[src/rtl/camera_frame_sequencer.sv]
// camera_frame_sequencer: issues period-spaced frame triggers to the camera
// pixel-stream generator, counts completed frames in burst or continuous
// mode, and flags late frames (overrun) and a stuck generator (timeout).
// Optional build macro: FRAME_VALID_CHECK_EN adds gen_frame_valid /
// no_frame_err. A done edge with no frame-valid activity since the last
// trigger is then flagged and not counted.
module camera_frame_sequencer #(
    parameter int COUNT_W        = 16,
    parameter int PERIOD_W       = 24,
    parameter int TRIG_WIDTH     = 2,
    parameter int TIMEOUT_CYCLES = 4194304
) (
    input  logic                clk,
    input  logic                rst_n,
    input  logic                start,
    input  logic                stop,
    input  logic                continuous,
    input  logic [COUNT_W-1:0]  frame_count_cfg,
    input  logic [PERIOD_W-1:0] frame_period_cfg,
    input  logic                gen_done,
`ifdef FRAME_VALID_CHECK_EN
    input  logic                gen_frame_valid,
    output logic                no_frame_err,
`endif
    output logic                gen_en,
    output logic                busy,
    output logic [COUNT_W-1:0]  frames_done,
    output logic                overrun_err,
    output logic                timeout_err,
    output logic                seq_done
);

    localparam int TO_W = $clog2(TIMEOUT_CYCLES) + 1;
    localparam int TW_W = $clog2(TRIG_WIDTH) + 1;
    localparam logic [PERIOD_W-1:0] MIN_PERIOD = PERIOD_W'(TRIG_WIDTH + 2);

    typedef enum logic [2:0] {
        S_IDLE, S_TRIGGER, S_WAIT_DONE, S_WAIT_PERIOD, S_FINISH
    } state_t;

    state_t              state_q, state_d;
    logic [PERIOD_W-1:0] period_eff_q;
    logic [COUNT_W-1:0]  count_q;
    logic                cont_q;
    logic [PERIOD_W-1:0] period_cnt_q;
    logic [TO_W-1:0]     timeout_cnt_q;
    logic [TW_W-1:0]     trig_cnt_q;
    logic                stop_pend_q;
    logic                gen_done_q;
    logic [COUNT_W-1:0]  frames_q;
    logic                overrun_q, timeout_q;

    logic                accept, enter_trig, done_rise;
    logic                period_hit, period_late, timeout_hit, frame_ok;
    logic [COUNT_W-1:0]  frames_inc, frames_new;

    assign done_rise   = gen_done & ~gen_done_q;
    assign period_hit  = (period_cnt_q == period_eff_q - PERIOD_W'(1));
    assign period_late = (period_cnt_q >= period_eff_q - PERIOD_W'(1));
    assign timeout_hit = (timeout_cnt_q == TO_W'(TIMEOUT_CYCLES - 1));
    assign frames_inc  = (frames_q == '1) ? frames_q : frames_q + COUNT_W'(1);
    assign frames_new  = frame_ok ? frames_inc : frames_q;
    assign enter_trig  = (state_d == S_TRIGGER) && (state_q != S_TRIGGER);

`ifdef FRAME_VALID_CHECK_EN
    logic fv_seen_q, no_frame_q;
    assign frame_ok     = fv_seen_q | gen_frame_valid;
    assign no_frame_err = no_frame_q;

    // Track frame-valid activity since the last trigger; sticky missing-frame flag
    always_ff @(posedge clk or negedge rst_n) begin
        if (!rst_n) begin
            fv_seen_q  <= 1'b0;
            no_frame_q <= 1'b0;
        end else begin
            if (enter_trig)           fv_seen_q <= 1'b0;
            else if (gen_frame_valid) fv_seen_q <= 1'b1;
            if (accept)
                no_frame_q <= 1'b0;
            else if (state_q == S_WAIT_DONE && done_rise && !frame_ok)
                no_frame_q <= 1'b1;
        end
    end
`else
    assign frame_ok = 1'b1;
`endif

    // Moore outputs decoded from state so reset drops them asynchronously
    assign gen_en      = (state_q == S_TRIGGER);
    assign busy        = (state_q == S_TRIGGER) || (state_q == S_WAIT_DONE) ||
                         (state_q == S_WAIT_PERIOD);
    assign seq_done    = (state_q == S_FINISH);
    assign frames_done = frames_q;
    assign overrun_err = overrun_q;
    assign timeout_err = timeout_q;

    // State register
    always_ff @(posedge clk or negedge rst_n) begin
        if (!rst_n) state_q <= S_IDLE;
        else        state_q <= state_d;
    end

    // Next-state logic
    always_comb begin
        state_d = state_q;
        accept  = 1'b0;
        case (state_q)
            S_IDLE: begin
                if (start && !stop) begin
                    accept  = 1'b1;
                    state_d = (!continuous && frame_count_cfg == '0) ? S_FINISH : S_TRIGGER;
                end
            end
            S_TRIGGER: begin
                if (trig_cnt_q == TW_W'(TRIG_WIDTH - 1)) state_d = S_WAIT_DONE;
            end
            S_WAIT_DONE: begin
                if (done_rise) begin
                    if (stop || stop_pend_q || (!cont_q && frames_new == count_q))
                        state_d = S_FINISH;
                    else if (period_late)
                        state_d = S_TRIGGER;  // late frame: retrigger at once
                    else
                        state_d = S_WAIT_PERIOD;
                end else if (timeout_hit) begin
                    state_d = S_FINISH;
                end
            end
            S_WAIT_PERIOD: begin
                if (stop || stop_pend_q) state_d = S_FINISH;
                else if (period_hit)     state_d = S_TRIGGER;
            end
            S_FINISH: state_d = S_IDLE;
            default:  state_d = S_IDLE;
        endcase
    end

    // Config latch, done-edge history and pending-stop capture
    always_ff @(posedge clk or negedge rst_n) begin
        if (!rst_n) begin
            period_eff_q <= '0;
            count_q      <= '0;
            cont_q       <= 1'b0;
            gen_done_q   <= 1'b0;
            stop_pend_q  <= 1'b0;
        end else begin
            gen_done_q <= gen_done;
            if (accept) begin
                period_eff_q <= (frame_period_cfg < MIN_PERIOD) ? MIN_PERIOD : frame_period_cfg;
                count_q      <= frame_count_cfg;
                cont_q       <= continuous;
            end
            if (accept || state_q == S_FINISH)
                stop_pend_q <= 1'b0;
            else if (stop && (state_q == S_TRIGGER || state_q == S_WAIT_DONE))
                stop_pend_q <= 1'b1;
        end
    end

    // Trigger width, frame period and timeout counters
    always_ff @(posedge clk or negedge rst_n) begin
        if (!rst_n) begin
            trig_cnt_q    <= '0;
            period_cnt_q  <= '0;
            timeout_cnt_q <= '0;
        end else begin
            trig_cnt_q <= (state_q == S_TRIGGER && state_d == S_TRIGGER) ?
                          trig_cnt_q + TW_W'(1) : '0;
            if (enter_trig)
                period_cnt_q <= '0;
            else if (busy && period_cnt_q != '1)
                period_cnt_q <= period_cnt_q + PERIOD_W'(1);
            if (state_q == S_TRIGGER)
                timeout_cnt_q <= '0;
            else if (state_q == S_WAIT_DONE)
                timeout_cnt_q <= timeout_cnt_q + TO_W'(1);
        end
    end

    // Frame count and sticky error flags, cleared on an accepted start
    always_ff @(posedge clk or negedge rst_n) begin
        if (!rst_n) begin
            frames_q  <= '0;
            overrun_q <= 1'b0;
            timeout_q <= 1'b0;
        end else if (accept) begin
            frames_q  <= '0;
            overrun_q <= 1'b0;
            timeout_q <= 1'b0;
        end else if (state_q == S_WAIT_DONE) begin
            if (period_hit)                 overrun_q <= 1'b1;
            if (done_rise)                  frames_q  <= frames_new;
            else if (timeout_hit)           timeout_q <= 1'b1;
        end
    end

endmodule

[config.mk]
export PLATFORM = sky130hd
export DESIGN_NAME = camera_frame_sequencer
export DESIGN_NICKNAME = d
export VERILOG_FILES = /design/src/rtl/camera_frame_sequencer.sv
export SDC_FILE = /design/constraint.sdc
export NUM_CORES = 1
export LEC_CHECK = 0
export ABC_CLOCK_PERIOD_IN_PS = 4400
export CAP_MARGIN = 10
export CORE_UTILIZATION = 50
export CTS_CLUSTER_SIZE = 30
export DETAILED_ROUTE_END_ITERATION = 7
export PLACE_DENSITY_LB_ADDON = 0.12
export SYNTH_ARGS = -nofsm -noshare
export SYNTH_HDL_FRONTEND = slang
export SYNTH_SLANG_ARGS = --single-unit
[constraint.sdc]
create_clock -name clk -period 4.4 [get_ports clk]
set_clock_uncertainty 0.1 [all_clocks]
set_input_delay 1.1 -clock clk [delete_from_list [all_inputs] [get_ports clk]]
set_output_delay 1.1 -clock clk [all_outputs]
set_load 0.1 [all_outputs]
==> impl_metrics.yaml, run 1 <==
logic_synthesis:
  postSynthRegisterBits: 113
  netlist_cell_types: 61
  synthesis.yosys.warnings: 0
  synthMuxAreaShare_pct: 0.884
  postSynth.asyncResetShare_pct: 100
  yosysTopAreaCellShare_pct: 40.8
  yosys.area_share.simple_pct: 29.2
  seq_area_frac_synth_pct: 40.8
  yosys.area_share.xor_xnor_pct: 7.70
  synth.net_count: 891
  netlist_instances: 816
  post_synth_main_area_contributors: "dfrtp_1 41%, nand2_1 8.3%, ha_1 5.2%, nor2_1 4.4%, xnor2_1 4.2%"
  post_synth_instance_area_mm2: 0.00694
  largest_family_of_logic_cells_by_synthesized_area: "simple AND/OR/NAND/NOR gates"
  synth-edff-count: 0
  synth_ff_type: "dfrtp_1"
  post_synth.cell_area_avg_um2: 8.50
  area_fraction_in_compound_gates_after_synthesis_pct: 12.7
  synth_top_cell_by_area: "dfrtp_1"
  synthAdderAreaFrac_pct: 5.23
global_routing:
  grt_remaining_overflow: 0
  vias_in_the_first_global_route: 6372
  globalRouteTotalUtil_pct: 29.4
  grt_antenna_before_repair: 0
  pin_count_of_the_biggest_net_entering_global_routing: 58
  grt_first_pass_wirelength_um: 32800
run_status:
  violated_checks: "negative setup slack"
  run_status: "finished, violations left"
routing:
  drt_first_iter_violations: 697
  routed_via_density: 5.92
  firstDrtPassIters: 5
  via_count: 6546
  detail_route.wl_per_cell_um: 18.1
  detail_route.drc_violations: 0
  wl_um: 20100
  detail-route-antenna-nets: 0
sta:
  headroom_to_the_max_slew_limit_pct: 34.1
  totalNegativeSetupSlack_ns: -4.63
  time_the_worst_path_needs_with_i_o_delays_and_setup_ns: 4.63
  worst_slack_ns: -0.229
  grt_setup_unrepaired: "true"
  total_count_of_max_transition_violations_in_the_final_report: 0
  hold_slack_ns: 0.343
  peak_freq_mhz: 216
  finalHoldViolCount: 0
  setup_viol: 24
  max_slew.worst_pin.slew_ns: 0.986
  layout_worst_path_cycle_share_pct: 105
cts:
  path_clk_slew_ns: 0.06
  tritoncts_clock_tree: "built"
  clockBufferDepth: 2
  cts.root.buffer_cell: "clkbuf_16"
  cts.sink_count: 113
  clock_tree.htree_level_count: 4
  postCtsHoldBufs: 0
  worst_skew_pair_latency_ns: 0.43
  cts_inserted_buffers: 17
floorplanning:
  rows: 42
  initial_utilization_pct: 51.8
  dieArea_mm2: 0.0143
  floorplan.die.width_um: 120
  die_height_um: 120
  ioPinCount: 67
  floorplan.core_area_mm2: 0.0134
setup_path:
  criticalPathCategory: "flop to flop"
  endpoint_kind: "flop"
  critical_path.max_stage_delay_ns: 0.56
  critPathMostFrequentCell: "or4_4"
  cp_num_buf_inv: 2
  worst-endpoint-required_ns: 4.62
  timing.critical_path.max_delay_family: "simple AND/OR/NAND/NOR gates"
  chain_of_cells_forming_the_critical_path: "or4_4, nor3_4, nand2_1, or4_4, or4_4, xor2_2, ha_1, nand4_1, nor4_4, nor3b_4, o21ai_1, a32o_2, nand3b_1, buf_6, o41ai_4, buf_4, nor2_1"
  crit_path_max_fanout: 5
  crit_path_start_kind: "flop"
  timing.critical_path.slowest_stage_cell: "or4_4"
  crit_arrival_ns: 4.85
hold_path:
  worstHoldPathType: "flop to flop"
cells_and_area:
  layout.core_utilization_pct: 65.3
  most_frequent_cells_in_the_layout: "154 x nand2_1, 113 x dfrtp_1, 74 x nor2_1"
  insertedDiodeCount: 0
  final_net_count: 991
  layout.cells.non_filler: 1105
  stdcell_area_mm2: 0.00875
  flow.area_growth_from_synthesis_pct: 26.2
  drive_above_1_share_pct: 13.2
  mostFrequentLayoutCell: "nand2_1"
  fillCellCount: 1128
power_and_ir_drop:
  static-leakage-power_uw: 0.00375
  p_switching_uw: 1800
  clkPwrFrac_pct: 28.0
  p_int_uw: 2800
  p_sw_share_pct: 39.1
  p_per_area_mw_per_mm2: 526
  p_comb_share_pct: 39.4
  ir_drop_worst_case_vdd_mv: 0.420
  sequentialPowerShare_pct: 32.6
placement:
  place_congestion: 0.948
  io_buffer_count: 66
  dp_hpwl_um: 14100
  placed_cell_area_mm2: 0.00793
  dp_cells: 1057
run:
  drv_cap: 0
[power groups by stage]
stage / Combinational [µW] / Sequential (µW) / Clock [µW]
3_3_place_gp: 1510 / 1500 / 0
5_1_grt: 1990 / 1530 / 1350
2_1_floorplan: 1040 / 1500 / 0
6_report: 1810 / 1500 / 1290
3_5_place_dp: 1560 / 1500 / 0
4_1_cts: 1770 / 1500 / 1300
[timing repair]
item                       CTS  global route
setup endpoints to repair   24            24
setup buffers                9             6
pin swaps                   25             7
gates resized for setup     23             8
cloned                       2             0
[worst paths after layout]
path	startpoint	endpoint	slack (ns)	cells after the start
max	period_eff_q[2]	period_cnt_q[5]	-0.23	17
min	trig_cnt_q[0]	trig_cnt_q[0]	0.34	1
max reg2reg	period_eff_q[2]	period_cnt_q[5]	-0.23	17
min reg2reg	trig_cnt_q[0]	trig_cnt_q[0]	0.34	1
max in group asynchronous	rst_n	count_q[8]	2.82	2
min in group asynchronous	rst_n	period_cnt_q[20]	0.62	1
[worst register-to-register path, cell delays in order (launching register included)]
cell and delay (ns):
dfrtp_1 0.38, or4_4 0.56, nor3_4 0.13, nand2_1 0.10, or4_4 0.44, or4_4 0.45, xor2_2 0.17, ha_1 0.31
nand4_1 0.20, nor4_4 0.35, nor3b_4 0.25, o21ai_1 0.08, a32o_2 0.25, nand3b_1 0.25, buf_6 0.21, o41ai_4 0.05
buf_4 0.21, nor2_1 0.05
[sequential cells by signal, summed over array words and instances (netlist names)]
register,count
gen_done_q,1
trig_cnt_q,2
overrun_err,1
stop_pend_q,1
count_q,16
timeout_cnt_q,23
period_eff_q,24
timeout_err,1
state_q,3
period_cnt_q,24
frames_done,16
cont_q,1
[final cells by class]
cell class              instances  area (µm²)  share of cell area (%)
flip-flops and latches        113        2830                    32.3
well taps                     176         220                    2.52
clock inverters                14         119                    1.36
repair buffers                119        1090                    12.4
multi-input cells             648        4010                    45.8
clock buffers                  18         429                    4.90
inverters                      17        63.8                   0.729
[through the flow]
step / setup WS [ns] / power [µW]
floorplan: 0.0413 / 2540
global placement: -0.717 / 3000
detailed placement: -1.01 / 3060
CTS: -0.126 / 4570
global route: -0.358 / 4860
finish: -0.229 / 4600
[cells by family (layout without fill, tap and decap cells)]
logic type | Yosys count | after routing
AND/OR/NAND/NOR | 418 | 418
AO/OA/AOI/OAI | 133 | 134
flip-flops | 113 | 113
XOR/XNOR | 61 | 61
buffers and inverters | 56 | 168
adder cells (fa/ha/maj) | 29 | 29
multiplexers | 6 | 6
[layer usage]
metal  GRT usage [%]  part of all wire, %  vias up
met5               0                    0        -
met4            9.06                  1.9        0
met3            8.03                  8.2       35
met2            45.4                   45      247
met1            40.0                   45     3128
li1                -                    -     3136
[synthesized netlist by cell type, drive strengths merged (3+ instances only)]
master and count:
o21ai 48, nand3 37, mux2i 5, nor3 28, a21oi 21, o31ai 8
o211ai 6, nor2 82, nor2b 3, nand2 154, a21o 6, buf 14
and2 5, nand4 35, inv 17, or4 10, nor4 22, a211oi 8
ha 29, and4 9, clkbuf 25, and3 10, a32oi 3, dfrtp 113
xor2 28, xnor2 33, a31oi 9, a311oi 4, nand2b 12
No activity file was read; power rests on OpenSTA's default activity.
==> run 2: changes to the inputs <==
- CORE_MARGIN: unset -> 4
==> impl_metrics.yaml, run 2 (synthesis gave the netlist of run 1 again) <==
run_status:
  run_status: "finished, violations left"
  violated_checks: "negative setup slack"
cells_and_area:
  drive_above_1_share_pct: 14.2
  layout.core_utilization_pct: 66.7
  stdcell_area_mm2: 0.00894
  mostFrequentLayoutCell: "nand2_1"
  biggestRegsByFlops: "period_cnt_q x24, period_eff_q x24, timeout_cnt_q x23"
  final_net_count: 993
  flow.area_growth_from_synthesis_pct: 28.9
  insertedDiodeCount: 0
  most_frequent_cells_in_the_layout: "153 x nand2_1, 113 x dfrtp_1, 69 x nor2_1"
sta:
  max_slew.worst_pin.slew_ns: 0.986
  total_count_of_max_transition_violations_in_the_final_report: 0
  layout_worst_path_cycle_share_pct: 110
  setup_viol: 24
  grt_setup_unrepaired: "true"
  headroom_to_the_max_slew_limit_pct: 34.1
  time_the_worst_path_needs_with_i_o_delays_and_setup_ns: 4.83
  peak_freq_mhz: 207
  worst_slack_ns: -0.431
  finalHoldViolCount: 0
global_routing:
  grt_antenna_before_repair: 0
  met3_usage_pct: 7.07
  pin_count_of_the_biggest_net_entering_global_routing: 76
  groute.layer.met1.usage_pct: 35.4
  grt_first_pass_wirelength_um: 33600
  globalRouteTotalUtil_pct: 26.4
  groute.layer.met2.usage_pct: 40.0
  top_usage_layer: "met2"
  vias_in_the_first_global_route: 6597
  grt_remaining_overflow: 0
placement:
  placed_cell_area_mm2: 0.00795
  dp_hpwl_um: 14100
  io_buffer_count: 66
  place_congestion: 0.963
cts:
  postCtsHoldBufs: 0
  cts_inserted_buffers: 17
  clockBufferDepth: 2
  path_clk_slew_ns: 0.06
  worst_skew_pair_latency_ns: 0.42
  clock_tree.htree_level_count: 4
  cts.sink_count: 113
  tritoncts_clock_tree: "built"
  cts.root.buffer_cell: "clkbuf_16"
setup_path:
  crit_path_start_kind: "flop"
  crit_arrival_ns: 5.04
  crit_path_max_fanout: 5
  criticalPathCategory: "flop to flop"
  worst-endpoint-required_ns: 4.61
  endpoint_kind: "flop"
routing:
  via_count: 6789
  detail-route-antenna-nets: 0
  detail_route.drc_violations: 0
  routed_via_density: 6.13
  detail_route.wl_per_cell_um: 18.7
  firstDrtPassIters: 5
  wl_um: 20700
  drt_first_iter_violations: 630
floorplanning:
  initial_utilization_pct: 51.8
  die_height_um: 126
  floorplan.core_area_mm2: 0.0134
  rows: 42
  ioPinCount: 67
  floorplan.die.width_um: 126
  dieArea_mm2: 0.0158
power_and_ir_drop:
  ir_drop_worst_case_vdd_mv: 0.488
  post-layout-total-power_uw: 4910
  static-leakage-power_uw: 0.00383
  p_per_area_mw_per_mm2: 549
run:
  drv_cap: 0
hold_path:
  worstHoldPathType: "flop to flop"
run 2: stage by stage:
| stage | hold WS [ns] | worst slack (ns) | setup TNS (ns) | std cells |
|---|---|---|---|---|
| after floorplan | 0.315 | 0.0413 | 0 | 816 |
| after global placement | 0.327 | -0.772 | -18.42 | 1059 |
| after detailed placement | 0.338 | -1.06 | -24.56 | 1059 |
| after CTS | 0.347 | -0.293 | -5.17 | 1104 |
| after global routing | 0.377 | -0.595 | -13.11 | 1107 |
| final | 0.344 | -0.431 | -9.30 | 1107 |
run 2: power by group:
part           leakage (µW)  switching (µW)  total [µW]  internal [µW]
Combinational       0.00202            1100        1930            838
Clock              0.000302             510        1470            958
Sequential          0.00150             241        1510           1260
run 2: layout make-up:
type	instances	area, µm²
inverters	17	63.8
repair buffers	120	1140
clock inverters	14	189
clock buffers	18	439
flip-flops and latches	113	2830
fillers	1049	4460
multi-input cells	649	4060
well taps	176	220
run 2: final timing paths:
path                            startpoint           endpoint  slack (ns)  depth (start not counted)
max reg2reg                period_eff_q[2]   period_cnt_q[13]       -0.43                         19
min reg2reg                  trig_cnt_q[0]      trig_cnt_q[0]        0.34                          1
max in group asynchronous            rst_n  timeout_cnt_q[20]        2.71                          2
max                        period_eff_q[2]   period_cnt_q[13]       -0.43                         19
min                          trig_cnt_q[0]      trig_cnt_q[0]        0.34                          1
min in group asynchronous            rst_n   period_cnt_q[18]        0.72                          1
run 2: routing by layer:
layer / vias up / routed length, µm
met3: 62 / 1520
met1: 3301 / 9070
met5: - / 0
met2: 283 / 9450
li1: 3143 / -
met4: 0 / 684
run 2: worst max-delay path, stage by stage, from the launching register on:
cell and delay [ns]:
dfrtp_1 0.38, or4_4 0.56, nor3_4 0.18, nand2_2 0.10, or4_4 0.43, or4_4 0.49, xor2_1 0.16, ha_1 0.29
nand4_1 0.17, nor4_4 0.25, nor3b_4 0.31, o21ai_2 0.09, a32o_2 0.27, buf_6 0.13, nand3b_1 0.19, buf_6 0.18
o41ai_4 0.06, clkbuf_16 0.21, clkbuf_16 0.15, nor2_2 0.04
run 2: repair_timing:
item	4_1_cts	5_1_grt
pin swaps	7	12
resized for setup	22	21
setup buffers	10	3
cloned	3	0
setup endpoints to repair	25	25
==> run 3: changes to the inputs <==
- CTS_CLUSTER_SIZE: 30 -> 10
- DONT_BUFFER_PORTS: unset -> 1
- GPL_ROUTABILITY_DRIVEN: unset -> 0
==> impl_metrics.yaml, run 3 (synthesis gave the netlist of run 1 again) <==
run_status:
  run_status: "finished, violations left"
  violated_checks: "negative setup slack"
cells_and_area:
  insertedDiodeCount: 0
  drive_above_1_share_pct: 14.7
  mostFrequentLayoutCell: "nand2_1"
  fillCellCount: 1165
  most_frequent_cells_in_the_layout: "152 x nand2_1, 113 x dfrtp_1, 75 x nor2_1"
  final_net_count: 936
  biggestRegsByFlops: "period_cnt_q x24, period_eff_q x24, timeout_cnt_q x23"
  layout.core_utilization_pct: 61.0
  flow.area_growth_from_synthesis_pct: 17.8
power_and_ir_drop:
  p_sw_share_pct: 37.7
  clkPwrFrac_pct: 29.4
  p_int_uw: 2800
  p_per_area_mw_per_mm2: 550
  p_switching_uw: 1690
  static-leakage-power_uw: 0.00355
  ir_drop_worst_case_vdd_mv: 0.342
  sequentialPowerShare_pct: 33.5
  p_comb_share_pct: 37.1
global_routing:
  grt_remaining_overflow: 0
  pin_count_of_the_biggest_net_entering_global_routing: 114
  grt_antenna_before_repair: 0
  vias_in_the_first_global_route: 6269
  grt_first_pass_wirelength_um: 32400
  globalRouteTotalUtil_pct: 25.3
setup_path:
  worst-endpoint-required_ns: 4.60
  number_of_gates_on_the_worst_path_with_buffers_counted: 16
  timing.critical_path.slowest_stage_cell: "or4_4"
  crit_path_start_kind: "flop"
  critPathMostFrequentCell: "or4_4"
  cp_num_buf_inv: 2
  crit_path_max_fanout: 12
  worst-r2r-cell-count: 16
  critical_path.max_stage_delay_ns: 0.57
  timing.critical_path.max_delay_family: "simple AND/OR/NAND/NOR gates"
  criticalPathCategory: "flop to flop"
  endpoint_kind: "flop"
  crit_arrival_ns: 4.74
  chain_of_cells_forming_the_critical_path: "or4_4, nor3_4, nand2_2, or4_4, or4_4, xor2_1, ha_1, nand4_1, nor4_2, nor3b_2, o21ai_1, a32o_2, buf_12, o41ai_4, buf_12, nor2_1"
hold_path:
  worstHoldPathType: "input port to asynchronous set/reset pin"
cts:
  cts.root.buffer_cell: "clkbuf_16"
  tritoncts_clock_tree: "built"
  cts_inserted_buffers: 17
  cts.sink_count: 113
  worst_skew_pair_latency_ns: 0.42
  clockBufferDepth: 2
  path_clk_slew_ns: 0.05
  clock_tree.htree_level_count: 4
sta:
  max_slew.worst_pin.slew_ns: 0.959
  layout_worst_path_cycle_share_pct: 103
  headroom_to_the_max_slew_limit_pct: 36.5
  hold_slack_ns: 0.278
  finalHoldViolCount: 0
  time_the_worst_path_needs_with_i_o_delays_and_setup_ns: 4.54
  peak_freq_mhz: 220
  grt_setup_unrepaired: "true"
  setup_viol: 24
  worst_slack_ns: -0.140
  total_count_of_max_transition_violations_in_the_final_report: 0
floorplanning:
  dieArea_mm2: 0.0158
  rows: 42
  ioPinCount: 67
  initial_utilization_pct: 51.8
  floorplan.core_area_mm2: 0.0134
  floorplan.die.width_um: 126
  die_height_um: 126
routing:
  drt_first_iter_violations: 645
  routed_via_density: 6.00
  firstDrtPassIters: 5
  detail_route.drc_violations: 0
  via_count: 6298
  wl_um: 19100
  detail_route.wl_per_cell_um: 18.2
  detail-route-antenna-nets: 0
run:
  drv_cap: 0
placement:
  io_buffer_count: 0
  dp_hpwl_um: 13600
-- run 3: final cells by class --
| type | instances | area [µm²] | area share [%] |
|---|---|---|---|
| inverter | 17 | 63.8 | 0.781 |
| clock buffer | 20 | 447 | 5.47 |
| timing repair buffer | 64 | 509 | 6.23 |
| tap | 176 | 220 | 2.70 |
| clock inverter | 11 | 115 | 1.41 |
| multi-input combinational | 648 | 3990 | 48.8 |
| sequential | 113 | 2830 | 34.6 |
-- run 3: power by group through the flow --
stage | Sequential (µW) | Clock, µW | Combinational [µW]
2_1_floorplan | 1500 | 0 | 1040
3_3_place_gp | 1490 | 0 | 1460
3_5_place_dp | 1500 | 0 | 1500
4_1_cts | 1500 | 1340 | 1620
5_1_grt | 1540 | 1390 | 1850
6_report | 1500 | 1320 | 1670
-- run 3: metrics by stage --
stage	TNS (ns)	area [µm²]	setup WS (ns)	cells	total power [µW]
after floorplan	0	6940	0.0413	816	2540
after CTS	-0.0990	8110	-0.0236	1047	4450
final	-2.98	8170	-0.140	1049	4490
after global placement	-16.95	7420	-0.711	1010	2950
after global routing	-7.34	8170	-0.320	1049	4780
after detailed placement	-20.56	7420	-0.907	1010	3000
-- run 3: final timing paths --
check,start,endpoint,slack (ns)
min in group clk,trig_cnt_q[0],trig_cnt_q[0],0.34
min,rst_n,period_cnt_q[17],0.28
min reg2reg,trig_cnt_q[0],trig_cnt_q[0],0.34
max,period_eff_q[3],period_cnt_q[17],-0.14
max reg2reg,period_eff_q[3],period_cnt_q[17],-0.14
max in group asynchronous,rst_n,timeout_cnt_q[13],3.72
-- run 3: timing repair --
action,in CTS,in global routing
hold buffers,0,0
resized for setup,13,12
gates cloned,1,0
pin swaps,9,2
setup buffers,5,2
endpoints found under the setup margin,24,24
-- run 3: routing by layer --
metal | share of wire, % | track usage (%) | wire [µm]
met1 | 43 | 34.0 | 8190
met2 | 46 | 38.7 | 8860
met3 | 9.1 | 8.09 | 1740
met4 | 1.8 | 9.15 | 348
met5 | 0 | 0 | 0
==> RTL edit 1, RTL diff (flow settings as in run 3) <==
Build with the macro `FRAME_VALID_CHECK_EN` defined.
--- a/src/rtl/camera_frame_sequencer.sv
+++ b/src/rtl/camera_frame_sequencer.sv
@@ -4,6 +4,8 @@
 // Optional build macro: FRAME_VALID_CHECK_EN adds gen_frame_valid /
 // no_frame_err. A done edge with no frame-valid activity since the last
 // trigger is then flagged and not counted.
+`define FRAME_VALID_CHECK_EN
+
 module camera_frame_sequencer #(
     parameter int COUNT_W        = 16,
     parameter int PERIOD_W       = 24,
Ports: changed (added gen_frame_valid and no_frame_err); port bits go from 67 to 69. The function was not compared with the original's and may differ.
==> RTL edit 1 against run 3 <==
Final area fell by 1.6%. Sequential cell count grew 2. Area after synthesis grew 2.8%. Setup slack better by 0.54 ns. Total power grew 4.4%. Combinational power down 8%. Global-route usage decreased by 0.81 points. Sequential power is 7% higher. Wire length grew 0.20%. Die area increased by 2.6%. Critical endpoint is now period_cnt_q[18]$_DFFE_PN0P_.
==> RTL edit 1: results (changes against run 3) <==
Finish
  • Comb_multi_in: 657 (+1.4%)
  • Sequential portion of the cell area: 35.8% (+1.2 points)
  • Logic inverters: 13 (-4)
  • Clk cell area share: 8.20% (+1.3 points)
  • Final non-clock buffer share: 2.24% (-4.0 points)

Global routing
  • Vias in the first global route: 6118 (-2.4%)
  • Largest net degree at the start of global routing: 116 (+1.8%)
  • Gr usage total: 24.5% (-0.81 points)
  • First-pass GRT wire length: 31700 um (-2.2%)

Worst setup path
  • Crit path DAT: 4.19 ns (-0.55 ns)
  • Worst setup path end: period_cnt_q[18]$_DFFE_PN0P_
  • CP Launch Point: period_eff_q[6]$_DFFE_PN0P_
  • R2R Setup Slk: 0.40 ns (+0.54 ns)
  • Cell depth of the worst flop-to-flop path: 14 (-2)

Yosys
  • Distinct cells, synth: 67 (+9.8%)
  • Area contributors post-synth: dfrtp_1, nand2_1, ha_1
  • Post-synth top cells: nand2_1, dfrtp_1, nor2_1
  • Gate Count Post-Synth: 821 (+0.61%)
  • Post-synthesis compound-gate area fraction: 15.5% (+2.8 points)
  • Post-synthesis mux area share: 1.28% (+0.40 points)
  • Flops & latches, synth: 115 (+1.8%)
  • Synthesized Nets: 897 (+0.67%)

Pwr
  • Overall power: 0.00469 W (+4.4%)
  • Clk power: 0.00155 W (+17%)
  • PwrDens: 583 nW/um^2 (+6.0%)
  • P_comb: 0.00153 W (-8%)
  • Leak: 3.54 nW (-0.47%)
  • Switching Fraction: 38.4% (+0.66 points)

Status
  • Outcome: complete, no violations

Detailed routing
  • M1 WL: 8460 um (+3.3%)
  • DR WL/cell: 18.8 um (+3.0%)
  • WL met3: 1470 um (-16%)
  • Starting DRT DRC Count: 592 (-8.2%)
  • WL met2: 8770 um (-1.1%)

Place
  • Placement Cell Area: 7350 sq um (-0.83%)
  • DP Worst Slack: 0.196 ns (+1.10 ns)
  • Placed cells: 988 (-2.2%)

Clocking
  • Post-CTS Setup Bufs: 0 (-5)
  • CTS max path bufs: 2 (unchanged)

Timing
  • Rel. slew slack: 33.4% (-3.0 points)
[RTL edit 1: cell count changes after synthesis, sizes merged, moves of 5 or more]
cell,delta
nand3b,+5
a21oi,+21
nand2,+10
a211oi,-5
nand2b,-9
nor3,-5
nand4,-9
nor2,-23
[RTL edit 1: worst max-delay path, stage by stage, from the launching register on]
cell     delay (ns)
dfrtp_1        0.43
or4_1          0.63
nor3_2         0.34
nand2_1        0.12
nor4_1         0.25
xnor2_1        0.11
ha_1           0.30
nand4_1        0.16
nor4_1         0.39
nand3_1        0.13
nand2_1        0.13
nand2_1        0.09
a22oi_2        0.24
o22a_4         0.34
a21oi_1        0.10
[RTL edit 1: timing repair]
action,in CTS,in global routing
endpoints found under the setup margin,0,25
gates resized for setup,0,3
endpoints found under the hold margin,0,0
[RTL edit 1: per-layer routing]
layer | up-vias | track usage [%]
li1 | 2981 | -
met1 | 3066 | 34.0
met2 | 253 | 37.4
met3 | 47 | 5.69
met4 | 0 | 9.15
met5 | - | 0
==> RTL edit 2, RTL diff (config.mk and constraints of run 3) <==
Without the edit above. Add an input register stage for `frame_count_cfg`; this delays it by one clock. The other inputs are not delayed to match.
--- a/src/rtl/camera_frame_sequencer.sv
+++ b/src/rtl/camera_frame_sequencer.sv
@@ -38,6 +38,12 @@
         S_IDLE, S_TRIGGER, S_WAIT_DONE, S_WAIT_PERIOD, S_FINISH
     } state_t;
 
+    logic [COUNT_W-1:0] frame_count_cfg_q;
+
+    always_ff @(posedge clk) begin
+        frame_count_cfg_q <= frame_count_cfg;
+    end
+
     state_t              state_q, state_d;
     logic [PERIOD_W-1:0] period_eff_q;
     logic [COUNT_W-1:0]  count_q;
@@ -108,7 +114,7 @@
             S_IDLE: begin
                 if (start && !stop) begin
                     accept  = 1'b1;
-                    state_d = (!continuous && frame_count_cfg == '0) ? S_FINISH : S_TRIGGER;
+                    state_d = (!continuous && frame_count_cfg_q == '0) ? S_FINISH : S_TRIGGER;
                 end
             end
             S_TRIGGER: begin
@@ -147,7 +153,7 @@
             gen_done_q <= gen_done;
             if (accept) begin
                 period_eff_q <= (frame_period_cfg < MIN_PERIOD) ? MIN_PERIOD : frame_period_cfg;
-                count_q      <= frame_count_cfg;
+                count_q      <= frame_count_cfg_q;
                 cont_q       <= continuous;
             end
             if (accept || state_q == S_FINISH)
Function: changed (a bounded check fails within 4 cycles, from zero or initial values and one cycle with rst_n low).
==> RTL edit 2 against run 3 <==
Setup slack gained 0.28 ns. Total power grew 4.0%. Synthesized cell count grew 0.25%. Final area grew 2.7%. Area after synthesis grew 6.2%. Critical endpoint is now period_cnt_q[12]$_DFFE_PN0P_. Global-route usage shrank 2.3 points. Sequential cell count grew 16. Wire length shrank 2.9%. Largest power group is now sequential cells.
==> RTL edit 2: results (changes against run 3) <==
Finish
  • Filler cells: 1290 (+11%)
  • Top flop regs: period_cnt_q (24), period_eff_q (24), timeout_cnt_q (23)
  • Nets: 910 (-2.8%)
  • Non-Filler Instances: 1032 (-1.6%)
  • Antenna cells: 0 (unchanged)
  • Share of post-route cells with drive strength above 1: 13.6% (-1.1 points)

Clocking
  • CTS max path bufs: 2 (unchanged)
  • Post-CTS Setup Bufs: 0 (-5)
  • Clock latency on the worst-skew pair: 0.42 ns (about the same)
  • H-tree levels: 4 (unchanged)
  • CTS root buffer: clkbuf_16
  • TritonCTS Buffers: 17 (unchanged)
  • Gates resized, CTS repair: 1 (-12)
  • Clock-pin slew of the registers on the worst-case setup and hold paths: about 0.060 ns

Global routing
  • Met1 Resource Use GR: 31.9% (-2.0 points)
  • Met3 Use GR: 4.99% (-3.1 points)
  • Gr usage total: 23.0% (-2.3 points)
  • Vias in the first global route: 6100 (-2.7%)
  • Largest net degree at the start of global routing: 114 (unchanged)
  • First-pass GRT wire length: 30700 um (-5.3%)
  • Initial antenna violation count: 0 (unchanged)
  • GRT met2 Usage: 36.4% (-2.4 points)

Pwr
  • Max VDD drop: 376 uV (+9.8%)
  • Leak: 3.76 nW (+5.9%)

Worst setup path
  • CP Launch Point: period_eff_q[2]$_DFFE_PN0P_
  • Critical path's largest stage delay: 0.46 ns (-0.11 ns)
  • Worst setup path end: period_cnt_q[12]$_DFFE_PN0P_
  • R2R Setup Slk: 0.14 ns (+0.28 ns)
  • Cell depth of the worst flop-to-flop path: 16 (unchanged)
  • Top Family by Delay on Critical Path: simple AND/OR/NAND/NOR gates
  • CP max FO: 12 (unchanged)
  • Crit-path slowest cell: or4_4

Yosys
  • FFs w/ async S/R, synth: 87.6% (-12 points)
  • Post-synth top cells: nand2_1, dfrtp_1, nor2_1
  • Post-synthesis area per instance: 9.00 sq um (+5.9%)
  • Ys flop type: dfrtp_1
  • Part of the Yosys area used for sequential elements: 42.8% (+2.0 points)
  • Distinct cells, synth: 66 (+8.2%)
  • Warnings, synthesis: 0 (unchanged)
  • Area contributors post-synth: dfrtp_1, nand2_1, ha_1
  • Synthesized Nets: 893 (+0.22%)

Detailed routing
  • Via count: 6172 (-2.0%)
  • DR WL/cell: 18.0 um (-1.3%)
  • Pre-antenna DRT Iters: 6 (+1)
  • Starting DRT DRC Count: 503 (-22%)

Hold path
  • Worst hold path class: input pin to asynchronous set/reset pin

Place
  • Port Buf Inserts: 0 (unchanged)
  • Final HPWL DP: 13300 um (-2.2%)
  • Placement Cell Area: 7690 sq um (+3.7%)

Timing
  • Worst slew pin tran: 1.15 ns (+0.194 ns)

Status
  • Outcome: complete, no violations
RTL edit 2: cell count changes in the layout (fill, tap and decap cells not counted), moves of 8 or more:
cell and change:
nand2_1 +16, nor2_1 -28, buf_4 -29, dfxtp_1 +16
nor3_1 -8, a21oi_2 +20
RTL edit 2: routing by layer:
| layer | vias to the layer above | wire length, um |
|---|---|---|
| met5 | - | 0 |
| li1 | 2957 | - |
| met3 | 26 | 915 |
| met1 | 3022 | 8540 |
| met2 | 167 | 8940 |
| met4 | 0 | 195 |
RTL edit 2: where the power goes:
part	total [W]	switching [W]	internal, W
Sequential	0.00171	0.000298	0.00142
Combinational	0.00155	0.000946	0.000601
Clock	0.00141	0.000584	0.000825
RTL edit 2: worst register-to-register path: cells and delay by family (launching register included):
family                   cells  cell delay (ns)
AO/OA/AOI/OAI                4             0.69
XOR/XNOR                     1             0.12
adder cells (fa/ha/maj)      1             0.31
buffers and inverters        1             0.24
flip-flops                   1             0.42
AND/OR/NAND/NOR              9             2.28
RTL edit 2: cell type report:
| class | count | area [sq um] | area share, % |
|---|---|---|---|
| Multi-Input combinational cell | 638 | 4050 | 48.3 |
| Sequential cell | 129 | 3150 | 37.5 |
| Clock buffer | 20 | 489 | 5.83 |
| Timing Repair Buffer | 35 | 313 | 3.73 |
| Tap cell | 184 | 230 | 2.74 |
| Clock inverter | 12 | 106 | 1.27 |
| Inverter | 14 | 52.6 | 0.626 |
RTL edit 2: stage by stage:
stage                     setup TNS (ns)  setup WS [ns]
final                                  0          0.138
after global placement                 0         0.0923
after global routing              -0.514        -0.0396
after floorplan                        0          0.253
after CTS                              0        0.00524
after detailed placement          -0.650        -0.0620
RTL edit 2: worst min path at each step:
stage                                            start                             to  slack [ns]  cells after the start
after global routing                             rst_n   period_eff_q[13]$_DFFE_PN0P_        0.25                      0
after floorplan           frame_count_cfg_q[2]$_DFF_P_         count_q[2]$_DFFE_PN0P_        0.31                      2
after CTS                                        rst_n   period_cnt_q[12]$_DFFE_PN0P_        0.26                      0
after global placement    frame_count_cfg_q[6]$_DFF_P_         count_q[6]$_DFFE_PN0P_        0.32                      2
final                                            rst_n  timeout_cnt_q[21]$_DFFE_PN0P_        0.27                      0
after detailed placement  frame_count_cfg_q[5]$_DFF_P_         count_q[5]$_DFFE_PN0P_        0.32                      2
RTL edit 2: kinds of logic (layout without fill, tap and decap cells):
logic type                 count (synthesis)  in the layout  synth area share (%)
adders and majority gates                 29             29                  4.93
muxes                                      7              7                 0.969
xor gates and xnor gates                  60             60                  7.32
DFF                                      129            129                  42.8
buffers and inverters                     51             81                  3.26
and+or+nand+nor                          391            391                  26.6
AOI/OAI and AO/OA                        151            151                  14.1
